===== config.mk =====
export PLATFORM = sky130hd
export DESIGN_NAME = line_buffer_3x3
export DESIGN_NICKNAME = d
export VERILOG_FILES = /design/src/rtl/img_proc_pkg.sv /design/src/rtl/line_delay.sv /design/src/rtl/line_buffer_3x3.sv
export SDC_FILE = /design/constraint.sdc
export NUM_CORES = 1
export LEC_CHECK = 0
export BUFFER_PORTS_ARGS = -buffer_cell sky130_fd_sc_hd__buf_2
export CAP_MARGIN = 40
export CORE_UTILIZATION = 32
export DETAILED_ROUTE_END_ITERATION = 10
export SKIP_LAST_GASP = 1
export SLEW_MARGIN = 20
export SYNTH_ARGS = -nofsm -noshare
export SYNTH_HDL_FRONTEND = slang
export SYNTH_SLANG_ARGS = --single-unit

===== constraint.sdc =====
create_clock -name clk -period 4.9 [get_ports clk]
set_clock_uncertainty 0.2 [all_clocks]
set_input_delay 0.245 -clock clk [delete_from_list [all_inputs] [get_ports clk]]
set_output_delay 0.245 -clock clk [all_outputs]
set_load 0.05 [all_outputs]

===== src/rtl/img_proc_pkg.sv =====
// Shared definitions for the image-processing pipeline: default pixel width,
// 3x3 window geometry and named tap positions inside a flattened window.
package img_proc_pkg;

  localparam int PIX_W_DEF = 8;   // grey pixel width used by the pipeline
  localparam int WIN_ROWS  = 3;
  localparam int WIN_COLS  = 3;
  localparam int NUM_TAPS  = WIN_ROWS * WIN_COLS;

  // Tap k = 3*r + c, r=0 is the oldest (top) line, c=0 the leftmost column.
  localparam int TAP_TL = 0;
  localparam int TAP_TC = 1;
  localparam int TAP_TR = 2;
  localparam int TAP_ML = 3;
  localparam int TAP_MC = 4;
  localparam int TAP_MR = 5;
  localparam int TAP_BL = 6;
  localparam int TAP_BC = 7;
  localparam int TAP_BR = 8;   // newest pixel

  // Flattened tap index for window row r, column c.
  function automatic int tap_idx(input int r, input int c);
    return WIN_COLS * r + c;
  endfunction

endpackage


===== src/rtl/line_delay.sv =====
// Enable-gated delay of DEPTH accepted samples, built as a circular buffer.
// dout presents the sample written DEPTH enables ago; it is overwritten by
// din on the next enabled edge.
module line_delay #(
  parameter int DEPTH = 64,
  parameter int WIDTH = 8
) (
  input  logic             clk,
  input  logic             rst_n,
  input  logic             en,
  input  logic [WIDTH-1:0] din,
  output logic [WIDTH-1:0] dout
);

  localparam int AW = (DEPTH > 1) ? $clog2(DEPTH) : 1;

  logic [WIDTH-1:0] mem [DEPTH];
  logic [AW-1:0]    ptr;

  // Oldest sample sits where the next write will land.
  assign dout = mem[ptr];

  // Advance the circular pointer once per accepted sample.
  always_ff @(posedge clk or negedge rst_n) begin
    if (!rst_n) begin
      ptr <= '0;
    end else if (en) begin
      ptr <= (ptr == AW'(DEPTH - 1)) ? '0 : ptr + AW'(1);
    end
  end

  // Store the incoming sample in the slot just read out.
  // NOTE: the storage array has no reset so it maps onto RAM; nothing downstream
  // trusts its contents until two full lines have been written since (0,0).
  always_ff @(posedge clk) begin
    if (en) begin
      mem[ptr] <= din;
    end
  end

endmodule


===== src/rtl/line_buffer_3x3.sv =====
// Streaming 3x3 window generator. Two line delays supply the pixels one and
// two lines above the incoming pixel; a 3x3 shift register collects the last
// three columns and a registered window is emitted one cycle after every
// pixel whose window lies fully inside the frame.
module line_buffer_3x3
  import img_proc_pkg::*;
#(
  parameter int PIX_W = PIX_W_DEF,
  parameter int IMG_W = 64,
  parameter int IMG_H = 64
) (
  input  logic                        clk,
  input  logic                        rst_n,
  input  logic                        pix_valid,
  input  logic [PIX_W-1:0]            pix_in,
  input  logic                        sof,
  output logic                        win_valid,
  output logic [NUM_TAPS*PIX_W-1:0]   win,
  output logic [$clog2(IMG_W)-1:0]    win_cx,
  output logic [$clog2(IMG_H)-1:0]    win_cy,
  output logic                        frame_done
);

  localparam int XW = $clog2(IMG_W);
  localparam int YW = $clog2(IMG_H);

  logic [XW-1:0] col;
  logic [YW-1:0] row;
  logic [XW-1:0] cur_x;
  logic [YW-1:0] cur_y;
  logic          emit;
  logic          last_pix;

  logic [PIX_W-1:0] line1;   // pixel at (x, y-1)
  logic [PIX_W-1:0] line2;   // pixel at (x, y-2)

  logic [NUM_TAPS-1:0][PIX_W-1:0] sr_q;
  logic [NUM_TAPS-1:0][PIX_W-1:0] sr_d;

  line_delay #(.DEPTH(IMG_W), .WIDTH(PIX_W)) u_delay_y1 (
    .clk   (clk),
    .rst_n (rst_n),
    .en    (pix_valid),
    .din   (pix_in),
    .dout  (line1)
  );

  line_delay #(.DEPTH(IMG_W), .WIDTH(PIX_W)) u_delay_y2 (
    .clk   (clk),
    .rst_n (rst_n),
    .en    (pix_valid),
    .din   (line1),
    .dout  (line2)
  );

  // Coordinates of the pixel on the input this cycle; sof forces the origin.
  always_comb begin
    cur_x    = sof ? '0 : col;
    cur_y    = sof ? '0 : row;
    emit     = pix_valid && (cur_x >= XW'(2)) && (cur_y >= YW'(2));
    last_pix = (cur_x == XW'(IMG_W - 1)) && (cur_y == YW'(IMG_H - 1));
  end

  // Next window contents: shift one column left, new column enters on the right.
  // NOTE: every output of a combinational block gets a default first so no path
  // leaves it unassigned and infers a latch.
  always_comb begin
    sr_d = sr_q;
    for (int r = 0; r < WIN_ROWS; r++) begin
      sr_d[tap_idx(r, 0)] = sr_q[tap_idx(r, 1)];
      sr_d[tap_idx(r, 1)] = sr_q[tap_idx(r, 2)];
    end
    sr_d[TAP_TR] = line2;
    sr_d[TAP_MR] = line1;
    sr_d[TAP_BR] = pix_in;
  end

  // Raster counters and window shift register advance on accepted pixels only.
  // NOTE: clocked state uses non-blocking assignments so every register samples
  // pre-edge values regardless of statement order.
  always_ff @(posedge clk or negedge rst_n) begin
    if (!rst_n) begin
      col  <= '0;
      row  <= '0;
      sr_q <= '0;
    end else if (pix_valid) begin
      sr_q <= sr_d;
      if (cur_x == XW'(IMG_W - 1)) begin
        col <= '0;
        row <= (cur_y == YW'(IMG_H - 1)) ? '0 : cur_y + YW'(1);
      end else begin
        col <= cur_x + XW'(1);
        row <= cur_y;
      end
    end
  end

  // Registered window outputs; data and coordinates hold between windows.
  always_ff @(posedge clk or negedge rst_n) begin
    if (!rst_n) begin
      win_valid  <= 1'b0;
      frame_done <= 1'b0;
      win        <= '0;
      win_cx     <= '0;
      win_cy     <= '0;
    end else begin
      win_valid  <= emit;
      frame_done <= emit && last_pix;
      if (emit) begin
        win    <= sr_d;
        win_cx <= cur_x - XW'(1);
        win_cy <= cur_y - YW'(1);
      end
    end
  end

endmodule


==> metrics.txt <==
HP Class=in -> reg; Mean Syn Cell Area=between 15 and 20 um2; Post-Syn Nets=2954; fin crit period=4350 ps; crit share post-route=88.8%; Die Span Y=384 um; H-tree Lvls=3; Hold WS=49.5 ps; cts hold-fix bufs=6; mean number of vias per cell=5.44; total global-route track usage=a little under a fifth; initial antenna violation count=6; Netlist cell types=80; Row Count=139; core footprint=144000 um2; Yosys warnings=0; Global Route met1 Usage=25.5%; routed length per instance=around 26 um; critical path class=reg -> reg; Hold Vio Cnt, Final=0; CTS tree=done; power per cell area=between 600 and 700 nW/um2; RSZ-0062 raised after global routing=false; Seq/Total Area, Yosys=about three quarters; GPL Wtd Cong=about 0.89; Remaining DRCs=0; CP startpoint kind=flop; run status=finished clean; Initial Utilization=between 30% and 40%; Max IR drop VDD=roughly 0.00059 V; die area=148000 um2; detailed placement HPWL=85700 um; Setup crit end kind=flop; post-route setup TNS=0 ps; largest net degree at the start of global routing=67; Post-DP Area=50800 um2; I/O pins=98; #FFs+latches synth=between 1k and 1.5k; P&R area growth vs syn=16.7%; leakage=0.0188 uW; mapped cell area=46800 um2; Max Root-Sink Buffers=3; Final WS setup=550 ps; Skew-Pair Late Insertion Delay=730 ps; CP max FO=50; clock input transition at the sequential cells of the worst setup and hold paths=70 ps; Routed Antenna Nets=0; WP data required=5150 ps; Final Setup Violations=0; Core Util, Final=between 30% and 40%; cts bufs inserted=113; flop2flop setup slack=550 ps; post_cts resized=0; DRT iter0 DRCs=3570; global-route met3 utilization=3.45%; TritonRoute pass-1 iters=6; root buffer cell=clkbuf_16; main flop type after synthesis=edfxtp_1; WP data arrival=4600 ps; EDFF count, synth=1024; Worst slew margin=41.0%; post-route cell area=~55000 um2; first-pass GRT wire length=197000 um; met2 usage=28.2%; ratio of cells with drive above 1 in the final layout=21.0%; ys async rst share=a little over an eighth; achievable clock frequency=0.230 GHz; routed wire length=136000 um; Post-CTS Setup Bufs=0; DP Worst Slack=607 ps; vias in the first global route=about 27k; Gate Count Post-Synth=between 2k and 3k; clk sink count=1182; IO Port Bufs=97; Top Usage Layer GRT=met2; Nets=3235; Final Max Slew Viols=0; Die X=384 um; DR vias=28.3k; Slew @ Worst Pin=886 ps; gr ovfl total=0; Max-Cap Viols=0
-- sequential cells by signal (all words and copies together) (netlist names) --
name	flops
col	6
frame_done	1
row	6
sr_d	48
u_delay_y1.mem	512
u_delay_y1.ptr	6
u_delay_y2.mem	512
u_delay_y2.ptr	6
win	72
win_cx	6
win_cy	6
win_valid	1
-- per-stage QoR --
stage	power [uW]	std cells
after floorplan	21900	2934
after global placement	27100	4961
after detailed placement	27300	4980
after CTS	35700	5196
after global routing	36900	5213
final	35700	5214
-- logic make-up after synthesis --
group	synth area share (%)
xor+xnor	0.225
compound gates	8.76
flops	74.2
fa+ha+maj	0.214
simple gates	6.55
mux	7.93
buf+inv	2.10
-- cells in the final DEF (no fill, tap or decap), types with 58 or more instances in the layout --
cell type,count
clkbuf_16,114
mux2i_1,137
a21oi_1,75
a221oi_1,96
dfrtp_1,152
mux2_2,82
nand2_1,284
o22ai_1,58
edfxtp_1,1024
buf_2,96
nor2_1,178
buf_4,241
-- power by group --
| group | leakage [uW] | internal [uW] | switching [uW] | total (uW) |
|---|---|---|---|---|
| Sequential | 0.0111 | 13900 | 1020 | 14900 |
| Combinational | 0.00596 | 3670 | 8710 | 12400 |
| Clock | 0.00171 | 4600 | 3800 | 8400 |
-- layer usage --
metal	vias up	share of wire, %	routed length [um]
li1	12100	-	-
met1	14500	42	56800
met2	1505	46	62900
met3	277	8.9	12100
met4	2	3.3	4570
met5	-	0.0051	7
-- final cells by class --
class,count,area [um2]
Timing Repair Buffer,362,2700
Clock buffer,149,3020
Fill cell,13400,89800
Multi-Input combinational cell,1528,11100
Tap cell,1903,2380
Sequential cell,1182,34700
Inverter,28,106
Antenna cell,1,2.50
Clock inverter,61,468
-- critical path, cell delays in order (launching register included) --
cell and delay (ps):
dfrtp_4 940, buf_4 350, mux2_2 390, a221o_1 300
a22oi_1 410, o2bb2ai_1 130, nor3_1 520, buf_4 230
inv_2 220, buf_12 270
-- path summary, 6_finish.rpt --
kind	cells after the start	end	startpoint
worst max-delay path	9	u_delay_y2.mem[61][4]$_DFFE_PP_	u_delay_y1.ptr[1]$_DFFE_PN0P_
worst min-delay path	2	u_delay_y1.mem[49][0]$_DFFE_PP_	pix_in[0]
worst max register to register	9	u_delay_y2.mem[61][4]$_DFFE_PP_	u_delay_y1.ptr[1]$_DFFE_PN0P_
worst min register to register	2	win[24]$_DFFE_PN0P_	sr_d[24]$_DFFE_PN0P_
max in group asynchronous	4	win[15]$_DFFE_PN0P_	rst_n
min in group asynchronous	4	u_delay_y1.ptr[0]$_DFFE_PN0P_	rst_n
-- cell usage after synthesis, types with 8 or more instances --
library cell	number	area, um2
or3b_2	8	70.1
edfxtp_1	1024	30700
mux4_2	53	1190
a22oi_1	55	413
a31oi_1	26	163
buf_1	25	93.8
a221o_1	26	260
mux2_1	13	146
inv_1	26	97.6
a21oi_1	75	375
o2bb2ai_1	28	245
nor3_1	13	65.1
o22ai_1	58	363
dfrtp_1	158	3950
mux2_2	82	923
a211oi_1	15	113
xnor2_1	8	70.1
and2_1	12	75.1
a22o_1	46	403
nor3b_1	13	97.6
nand3_1	34	170
nand2_1	286	1070
ha_1	8	100
and3_1	15	93.8
nor4_1	8	50.1
nor2b_1	18	113
clkbuf_1	105	394
o22a_1	13	114
nand2b_1	23	144
a221oi_1	96	841
mux2i_1	137	1370
o221ai_1	11	96.3
buf_2	53	265
o21ai_0	50	250
nand3b_1	24	180
nor2_1	181	679
Power figures use the tool's default switching activity.
